File: src/rtl/alu_pkg.sv
// =============================================================================
// alu_pkg : ALU operation encodings and status flag layout
// Rev 1.0
// =============================================================================
`default_nettype none

package alu_pkg;

    typedef enum logic [3:0] {
        ADD  = 4'd0,
        SUB  = 4'd1,
        AND  = 4'd2,
        OR   = 4'd3,
        XOR  = 4'd4,
        SHL  = 4'd5,
        SHR  = 4'd6,
        MULT = 4'd7,
        DIV  = 4'd8
    } control_e;

    typedef struct packed {
        logic carry;
        logic zero;
        logic negative;
        logic overflow;
    } status_t;

endpackage

`default_nettype wire

File: src/rtl/wb_pkg.sv
// =============================================================================
// wb_pkg : writeback FSM states and double-write operation classifier
// Rev 1.0
// =============================================================================
`default_nettype none

package wb_pkg;

    import alu_pkg::*;

    typedef enum logic [1:0] {
        WB_IDLE = 2'd0,
        WB_LO   = 2'd1,
        WB_HI   = 2'd2
    } wb_state_e;

    // Only MULT and DIV produce a meaningful upper half; unknown encodings fall through as single-word.
    function automatic logic is_double(input control_e c);
        return (c == MULT) || (c == DIV);
    endfunction

endpackage

`default_nettype wire

File: src/rtl/alu_writeback.sv
// =============================================================================
// alu_writeback : sequences ALU results onto the register-file write port
// Rev 1.0
// =============================================================================
`default_nettype none

module alu_writeback
    import alu_pkg::*;
    import wb_pkg::*;
#(
    parameter int DATA_W     = 16,
    parameter int REG_ADDR_W = 4,
    parameter int HI_REG     = 0
) (
    input  logic                  clk,
    input  logic                  rst_n,
    input  logic                  flush,
    input  logic                  in_valid,
    output logic                  in_ready,
    input  logic [2*DATA_W-1:0]   in_result,
    input  control_e              in_control,
    input  status_t               in_stat,
    input  logic [REG_ADDR_W-1:0] in_rd,
    output logic                  rf_we,
    output logic [REG_ADDR_W-1:0] rf_waddr,
    output logic [DATA_W-1:0]     rf_wdata,
    output status_t               flags_q,
    output logic                  busy
);

    wb_state_e               r_state;
    wb_state_e               w_next;
    logic [2*DATA_W-1:0]     r_result;
    control_e                r_control;
    status_t                 r_stat;
    logic [REG_ADDR_W-1:0]   r_rd;
    status_t                 r_flags;
    logic                    w_xfer;
    logic                    w_double;

    assign w_double = is_double(r_control);
    // A transfer that coincides with flush is discarded entirely.
    assign w_xfer   = in_valid & in_ready & ~flush;

    always_ff @(posedge clk or negedge rst_n) begin
        if (!rst_n) begin
            r_state   <= WB_IDLE;
            r_result  <= '0;
            r_control <= ADD;
            r_stat    <= '0;
            r_rd      <= '0;
            r_flags   <= '0;
        end else begin
            r_state <= w_next;
            if (w_xfer) begin
                r_result  <= in_result;
                r_control <= in_control;
                r_stat    <= in_stat;
                r_rd      <= in_rd;
            end
            if (r_state == WB_LO) begin
                r_flags <= r_stat;
            end
        end
    end

    always_comb begin
        w_next   = r_state;
        in_ready = 1'b1;
        rf_we    = 1'b0;
        rf_waddr = '0;
        rf_wdata = '0;
        case (r_state)
            WB_IDLE: begin
                if (w_xfer) w_next = WB_LO;
            end
            WB_LO: begin
                rf_we    = 1'b1;
                rf_waddr = r_rd;
                rf_wdata = r_result[DATA_W-1:0];
                if (w_double) begin
                    in_ready = 1'b0;
                    w_next   = WB_HI;
                end else begin
                    w_next = w_xfer ? WB_LO : WB_IDLE;
                end
            end
            WB_HI: begin
                rf_we    = 1'b1;
                rf_waddr = REG_ADDR_W'(HI_REG);
                rf_wdata = r_result[2*DATA_W-1:DATA_W];
                w_next   = w_xfer ? WB_LO : WB_IDLE;
            end
            default: begin
                w_next = WB_IDLE;
            end
        endcase
        if (flush) w_next = WB_IDLE;
    end

    assign flags_q = r_flags;
    assign busy    = (r_state != WB_IDLE);

endmodule

`default_nettype wire

File: config.mk
export PLATFORM = sky130hd
export DESIGN_NAME = alu_writeback
export DESIGN_NICKNAME = d
export VERILOG_FILES = /design/src/rtl/alu_pkg.sv /design/src/rtl/wb_pkg.sv /design/src/rtl/alu_writeback.sv
export SDC_FILE = /design/constraint.sdc
export NUM_CORES = 1
export LEC_CHECK = 0
export ABC_AREA = 0
export CAP_MARGIN = 10
export CELL_PAD_IN_SITES_DETAIL_PLACEMENT = 0
export CELL_PAD_IN_SITES_GLOBAL_PLACEMENT = 1
export CORE_MARGIN = 8
export CORE_UTILIZATION = 37
export CTS_CLUSTER_DIAMETER = 100
export DETAILED_ROUTE_END_ITERATION = 10
export PLACE_DENSITY_LB_ADDON = 0.05
export RECOVER_POWER = 25
export SLEW_MARGIN = 20
export SYNTH_ARGS = -nofsm -noshare
export SYNTH_HDL_FRONTEND = slang
export SYNTH_SLANG_ARGS = --single-unit
File: constraint.sdc
create_clock -name clk -period 2.4 [get_ports clk]
set_clock_uncertainty 0.1 [all_clocks]
set_input_delay 0.6 -clock clk [delete_from_list [all_inputs] [get_ports clk]]
set_output_delay 0.6 -clock clk [all_outputs]
set_load 0.01 [all_outputs]
==> results_dict.tcl, run 1 <==
set metrics [dict create \
    netlist_instances 168 \
    place_area_mm2 0.00331 \
    synth_seq_area_share_pct 50.8 \
    pwr-share-seq_pct 51.2 \
    vias 1613 \
    syn2layout_area_growth_pct 40.1 \
    min_path_type "register to register" \
    final_common_cell "clkdlybuf4s50_1" \
    period_needed_ps 2330 \
    grt_pass1_vias 1882 \
    drv_cap 0 \
    cts.sinks 50 \
    hold_viol 0 \
    hold_start "flags_q[2]" \
    ioPinCount 75 \
    grt_pass1_wl_mm 10.0 \
    cp-start-kind "register" \
    clk-insertion-delay-late_ps 300 \
    chipWidth_um 97.6 \
    yosysUniqueCellTypes 20 \
    wl_per_cell_um 18.1 \
    fin_nets 303 \
    syn_area_mm2 0.00246 \
    yosysWarningCount 0 \
    antenna_found_initial 0 \
    r2r_start "r_state[0]" \
    power.switching_mw 0.561 \
    slew_headroom_pct 9.98 \
    numCtsBuffers 5 \
    rrSetupSlack_ps 230 \
    worst-path-max-fanout 6 \
    p_clk_share_pct 22.6 \
    avgSynthCellArea_um2 14.6 \
    synth_top_family_by_area "multiplexers" \
    yosys.area_share.xor_xnor_pct 0 \
    die_h_um 97.6 \
    fin_util_pct 54.0 \
    final_cell_mix "clkdlybuf4s50_1 (52), dfrtp_1 (49), mux2_4 (40)" \
    cts_tree "built" \
    gp_congestion 0.743 \
    vias_per_cell 4.90 \
    drc 0 \
    hold_slack_ps 410 \
    worst_slew_pin_slew_ps 1350 \
    cts_buffer_depth 2 \
    yosys_register_bits 50 \
    worst-setup-path-type "register to primary output" \
    r2r.worst_path.cells 6 \
    rr_endpoint "r_result[11]" \
    cp.required_ps 1700 \
    first_pass_iters 4 \
    fin_setup_tns_ps 0 \
    worstPathArrival_ps 1630 \
    p_per_area_mw_per_mm2 621 \
    synth-simple-area-share_pct 6.30 \
    antenna_cells 0 \
    syn_nets 220 \
    finalCritPeriodShare_pct 97.1 \
    overflow 0 \
    yosysTopAreaCellShare_pct 50.8 \
    drt.antenna.violating_nets 0 \
    synth_compound_area_share_pct 6.91 \
    whs_endpoint "flags_q[2]" \
    htree_levels 2 \
    start_util_pct 38.5 \
    peakVddDrop_uv 293 \
    intPower_mw 1.58 \
    sw_frac_of_total_pct 26.2 \
    hpwl_mm 4.44 \
    worstHoldPathCells 1 \
    p_leak_nw 1.55 \
    synthAdderAreaFrac_pct 2.03 \
    drtIter0Drc 35 \
    endpoint_kind "primary output" \
    ys_top_cells_by_area "dfrtp_1 (51%), mux2_4 (24%), a22oi_1 (4.9%)" \
    drive_gt1_share_pct 39.3 \
    finalInstanceArea_mm2 0.00345 \
    fp-row-count 29 \
    grt_max_degree 27 \
    clkTransAtPathRegs_ps 90 \
    synthMuxAreaShare_pct 28.1 \
    grtUsageTotal_pct 12.9 \
    synth_largest_area_cell "dfrtp_1" \
    routed_wl_mm 5.97 \
    core_mm2 0.00639 \
    cts_root_buf "clkbuf_8" \
    portBuffers 74 \
    status "finished, final reports clean" \
    setup_viol 0 \
    combPwrFrac_pct 26.2 \
    clock.fmax_ghz 0.429 \
    slew_viol_final 0 \
    die_area_mm2 0.00952 \
]
-- state kept, by name (all words and copies together), names as in the netlist --
name / count
flags_q: 4
r_stat: 4
r_result: 32
r_state: 2
r_rd: 4
r_control: 4
-- cell usage after synthesis --
| library cell | count |
|---|---|
| dfrtp_1 | 50 |
| mux2_4 | 40 |
| a22oi_1 | 16 |
| nor2b_1 | 16 |
| inv_1 | 8 |
| mux2_2 | 8 |
| clkbuf_1 | 6 |
| and2_1 | 4 |
| buf_12 | 4 |
| ha_1 | 4 |
| a21oi_1 | 2 |
| o211ai_1 | 2 |
| and4b_1 | 1 |
| buf_6 | 1 |
| nand3_1 | 1 |
| nor4b_1 | 1 |
| o2111ai_1 | 1 |
| o21a_2 | 1 |
| o31ai_1 | 1 |
| or3_1 | 1 |
-- power by group through the flow --
stage	Combinational (mW)	Clock, mW	Sequential, mW
2_1_floorplan	0.319	0	1.08
3_5_place_dp	0.561	0	1.10
4_1_cts	0.571	0.505	1.09
6_report	0.561	0.482	1.10
5_1_grt	0.605	0.538	1.12
3_3_place_gp	0.547	0	1.09
-- what timing repair did --
item                                    CTS  global route
gates cloned                              1             0
resized for setup                        51            24
pin swaps                                 0             1
setup buffers                             1             0
hold buffers                              0             0
endpoints found under the setup margin   22            17
-- final cells by class --
type | count | area (um2)
Multi-Input combinational cell | 99 | 1160
Clock inverter | 2 | 13.8
Timing Repair Buffer | 87 | 817
Tap cell | 77 | 96.3
Inverter | 8 | 32.5
Clock buffer | 6 | 72.6
Fill cell | 533 | 2940
Sequential cell | 50 | 1250
-- per-stage QoR --
step                instances  power, mW  setup WS [ps]
finish                    329       2.14           70.7
global route              329       2.26          -3.11
CTS                       329       2.16           1.83
detailed placement        319       1.66          -80.6
global placement          319       1.64          -73.6
floorplan                 168       1.40            262
-- worst max-delay path: stages (launching register included) --
cell and delay [ps]:
dfrtp_1 410, buf_4 160, ha_4 170, buf_6 140
a22oi_2 160, nor2b_1 80, clkdlybuf4s15_2 230
-- routing by layer --
layer | vias to the layer above | wire length, um | GRT usage [%]
met1 | 809 | 2630 | 15.7
met2 | 42 | 2970 | 20.9
met3 | 5 | 306 | 4.34
li1 | 757 | - | -
met4 | 0 | 53 | 3.85
met5 | - | 0 | 0
-- kinds of logic after synthesis --
group / Yosys count
compound gates: 23
buf+inv: 19
flops: 50
fa+ha+maj: 4
mux: 48
simple gates: 24
-- how the worst max path moves through the flow --
stage,startpoint,to,slack [ps],cells past startpoint
finish,r_state[1],rf_wdata[5],70,6
CTS,r_state[0],rf_wdata[9],2,6
global placement,r_state[0],rf_wdata[9],-70,5
global route,r_state[1],in_ready,-3,6
detailed placement,r_state[0],rf_wdata[9],-80,5
floorplan,r_state[0],rf_wdata[10],260,6
Power figures use the tool's default switching activity.
==> run 2, diff against run 1 <==
ABC_CLOCK_PERIOD_IN_PS = 2400   (was unset)
SETUP_SLACK_MARGIN = 0.1   (was unset)
==> results_dict.tcl, run 2 (synthesis results as in run 1) <==
set metrics [dict create \
    p_total_mw 2.17 \
    chipWidth_um 97.6 \
    finalCritPeriodShare_pct 96.0 \
    rr_endpoint "r_result[11]" \
    grt_max_degree 27 \
    hpwl_mm 4.44 \
    fin_util_pct 55.4 \
    antenna_cells 0 \
    start_util_pct 38.5 \
    portBuffers 74 \
    ioPinCount 75 \
    final_common_cell "clkdlybuf4s50_1" \
    hold_viol 0 \
    hold_start "flags_q[2]" \
    place_area_mm2 0.00331 \
    htree_levels 2 \
    critPathMaxStageDelay_ps 410 \
    largest_reg_flops 32 \
    cp-start-kind "register" \
    die_h_um 97.6 \
    drc 0 \
    clk-insertion-delay-late_ps 300 \
    min_path_type "register to register" \
    finalInstanceArea_mm2 0.00354 \
    worst_slew_pin_slew_ps 1440 \
    final-seq-area_mm2 0.00125 \
    nFillCells 528 \
    multiInputGateArea_mm2 0.00120 \
    period_needed_ps 2300 \
    cts_root_buf "clkbuf_8" \
    worst-path-max-fanout 6 \
    rsz0062_at_grt "true" \
    p_leak_nw 1.62 \
    slowest_stage "dfrtp_1" \
    worst-setup-path-type "register to primary output" \
    endpoint_kind "primary output" \
    r2r.worst_path.cells 6 \
    whs_endpoint "flags_q[2]" \
    drive_gt1_share_pct 44.1 \
    grtUsageTotal_pct 13.0 \
    drtIter0Drc 24 \
    vias 1620 \
    final_cell_mix "clkdlybuf4s50_1 (50), dfrtp_1 (49), mux2_4 (40)" \
    core_mm2 0.00639 \
    worstHoldPathCells 1 \
    clock.fmax_ghz 0.434 \
    crit_path_cell_trace "buf_6 -> ha_4 -> buf_8 -> a22oi_2 -> nor2b_2 -> clkdlybuf4s15_2" \
    gp_congestion 0.743 \
    r2r_start "r_state[0]" \
    clkTransAtPathRegs_ps 90 \
    fin_nets 307 \
    drt.antenna.violating_nets 0 \
    cp.required_ps 1700 \
    rrSetupSlack_ps 250 \
    first_pass_iters 4 \
    routed_wl_mm 6.09 \
    fp-row-count 29 \
    cts_tree "built" \
    worstPathArrival_ps 1600 \
    slew_viol_final 0 \
    numCtsBuffers 5 \
    grt_pass1_vias 1880 \
    grt_pass1_wl_mm 10.1 \
    top_register "r_result" \
    peakVddDrop_uv 312 \
    status "finished, final reports clean" \
    overflow 0 \
    wl_per_cell_um 18.3 \
    slew_headroom_pct 3.96 \
    syn2layout_area_growth_pct 43.7 \
    cts_buffer_depth 2 \
    die_area_mm2 0.00952 \
    cts.sinks 50 \
    setup_viol 0 \
    drv_cap 0 \
    antenna_found_initial 0 \
    vias_per_cell 4.86 \
    p_per_area_mw_per_mm2 613 \
]
[run 2: final cells by class]
cell class	instances	share of cell area, %
multi-input combinational	99	33.9
tap	77	2.72
sequential	50	35.4
clock buffer	6	2.05
clock inverter	2	0.389
inverter	8	0.920
timing repair buffer	91	24.6
[run 2: worst max-delay path by stage]
stage	from	end	slack (ps)	depth (start not counted)
floorplan	r_state[0]	rf_wdata[10]	260	6
global placement	r_state[0]	rf_wdata[9]	-70	5
detailed placement	r_state[0]	rf_wdata[9]	-80	5
CTS	r_state[0]	rf_wdata[9]	40	5
global route	r_state[1]	rf_wdata[9]	50	6
finish	r_state[1]	rf_wdata[9]	100	6
[run 2: repair_timing]
item,in CTS,in global routing
gates resized for setup,96,13
hold buffers,0,0
setup endpoints to repair,23,14
setup buffers,1,4
gates cloned,1,0
pin swaps,2,3
[run 2: stage by stage]
stage / hold slack (ps) / setup TNS, ps / setup WS, ps / cells
floorplan: 204 / 0 / 262 / 168
finish: 410 / 0 / 96.6 / 333
detailed placement: 392 / -2040 / -80.6 / 319
CTS: 208 / 0 / 35.2 / 329
global route: 445 / 0 / 49.2 / 333
global placement: 390 / -605 / -73.6 / 319
[run 2: where the power goes]
group	internal [mW]	switching, mW
clock	0.206	0.279
combinational	0.394	0.188
sequential	0.993	0.107
total	1.59	0.574
[run 2: worst max-delay path, delay by kind of cell, from the launching register on]
| family | cells | cell delay, ps |
|---|---|---|
| buffers and inverters | 3 | 490 |
| DFF | 1 | 410 |
| adders and majority gates | 1 | 170 |
| AOI/OAI and AO/OA | 1 | 160 |
| and+or+nand+nor | 1 | 60 |
[run 2: per-layer routing]
metal | wire, um | global-route usage (%) | share of wire [%]
met3 | 283 | 4.05 | 4.7
met4 | 54 | 3.85 | 0.89
met1 | 2680 | 16.0 | 44
met5 | 0 | 0 | 0
met2 | 3070 | 21.3 | 50
==> run 3, diff against run 2 <==
CORE_MARGIN = unset   (was 8)
==> results_dict.tcl, run 3 (synthesis results as in run 1) <==
set metrics [dict create \
    status "finished, final reports clean" \
    overflow 0 \
    first_pass_iters 3 \
    power.switching_mw 0.584 \
    start_util_pct 38.5 \
    peakVddDrop_uv 501 \
    core_mm2 0.00639 \
    die_area_mm2 0.00698 \
    drtIter0Drc 46 \
    drv_cap 0 \
    fp-row-count 29 \
    cts_root_buf "clkbuf_8" \
    slowest_stage "dfrtp_1" \
    critPathMaxStageDelay_ps 420 \
    multiInputGateArea_mm2 0.00121 \
    hpwl_mm 3.85 \
    slew_viol_final 0 \
    fin_util_pct 55.5 \
    antenna_found_initial 0 \
    grt_pass1_vias 1836 \
    p_per_area_mw_per_mm2 645 \
    drive_gt1_share_pct 46.5 \
    cts.sinks 50 \
    final-seq-area_mm2 0.00125 \
    fin_setup_tns_ps 0 \
    ioPinCount 75 \
    largest_reg_flops 32 \
    cts_buffer_depth 2 \
    finalCritPeriodShare_pct 93.7 \
    routed_wl_mm 5.70 \
    chipWidth_um 83.6 \
    fin_nets 305 \
    min_path_type "register to register" \
    combPwrFrac_pct 25.9 \
    drc 0 \
    syn2layout_area_growth_pct 44.0 \
    period_needed_ps 2250 \
    vias 1660 \
    hold_viol 0 \
    clk-insertion-delay-late_ps 300 \
    numCtsBuffers 5 \
    die_h_um 83.6 \
    top_register "r_result" \
    final_cell_mix "dfrtp_1 (50), clkdlybuf4s50_1 (50), mux2_4 (40)" \
    crit_path_cell_trace "buf_4 -> ha_4 -> buf_8 -> a22oi_2 -> nor2b_2 -> buf_2" \
    grt_pass1_wl_mm 9.14 \
    drt.antenna.violating_nets 0 \
    grt_max_degree 27 \
    rsz0062_at_grt "true" \
    worst-setup-path-type "register to primary output" \
    antenna_cells 0 \
    clock.fmax_ghz 0.445 \
    worst_slew_pin_slew_ps 1360 \
    p_leak_nw 1.60 \
    wl_per_cell_um 17.2 \
    endpoint_kind "primary output" \
    vias_per_cell 5.02 \
    slew_headroom_pct 9.18 \
    grtUsageTotal_pct 16.7 \
    portBuffers 74 \
    sw_frac_of_total_pct 25.6 \
    cp-start-kind "register" \
    nFillCells 543 \
    pwr-share-seq_pct 48.1 \
    gp_congestion 0.730 \
    clkTransAtPathRegs_ps 90 \
    htree_levels 2 \
    intPower_mw 1.70 \
    p_clk_share_pct 26.0 \
    cp.required_ps 1700 \
    worstPathArrival_ps 1550 \
    cts_tree "built" \
    worst-path-max-fanout 9 \
    setup_viol 0 \
]
-- run 3: changes by cell type in the layout (fill, tap and decap cells not counted), moves of 2 or more --
cell / change
buf_6: -3
buf_2: -4
buf_4: -3
a22oi_1: -4
clkbuf_16: +2
dlygate4sd2_1: -3
clkbuf_2: +12
a22oi_2: +4
-- run 3: routing by layer --
metal	vias up	part of all wire, %	wire, um	global-route usage [%]
met5	-	0	0	0
met4	0	0.93	53	5.70
met3	7	4.1	235	3.86
met2	43	52	2950	28.8
met1	845	43	2460	20.6
li1	765	-	-	-
-- run 3: metrics by stage --
stage | std cells | hold WS (ps) | power [mW] | worst slack (ps) | area, um2
after CTS | 327 | 206 | 2.27 | 3.18 | 3480
after global placement | 316 | 389 | 1.63 | -31.6 | 3300
after floorplan | 168 | 204 | 1.40 | 262 | 2460
after global routing | 331 | 440 | 2.40 | 36.9 | 3540
after detailed placement | 316 | 388 | 1.66 | -59.3 | 3300
final | 331 | 412 | 2.29 | 150 | 3540
-- run 3: final cells by class --
class                           instances  share of cell area [%]
Clock inverter                          2                    1.06
Multi-Input combinational cell         99                    34.0
Tap cell                               77                    2.72
Inverter                                8                   0.847
Sequential cell                        50                    35.3
Clock buffer                            6                    2.05
Timing Repair Buffer                   89                    24.0
-- run 3: worst paths after layout --
kind	cells past startpoint	slack [ps]	to	startpoint
max	6	150	rf_wdata[4]	r_state[1]
min	1	410	r_rd[2]	r_rd[2]
max reg2reg	7	280	r_result[31]	r_state[0]
min reg2reg	1	410	r_rd[2]	r_rd[2]
max in group asynchronous	2	410	r_state[0]	rst_n
min in group asynchronous	1	490	r_result[4]	rst_n
-- run 3: critical path: cells and delay by family, from the launching register on --
kind	cells	cell delay [ps]
AO/OA/AOI/OAI	1	180
adder cells (fa/ha/maj)	1	160
AND/OR/NAND/NOR	1	60
buffers and inverters	3	440
flip-flops	1	420
-- run 3: what timing repair did --
item                                    4_1_cts  5_1_grt
endpoints found under the setup margin       30       44
gates cloned                                  0        2
hold buffers                                  0        0
pin swaps                                     0        4
buffers inserted                              3        2
gates resized for setup                      54       57
-- run 3: power groups by stage --
stage          clock (mW)  combinational [mW]  sequential, mW
2_1_floorplan           0               0.319            1.08
3_3_place_gp            0               0.543            1.09
3_5_place_dp            0               0.561            1.09
4_1_cts             0.612               0.568            1.09
5_1_grt             0.643               0.633            1.12
6_report            0.595               0.592            1.10
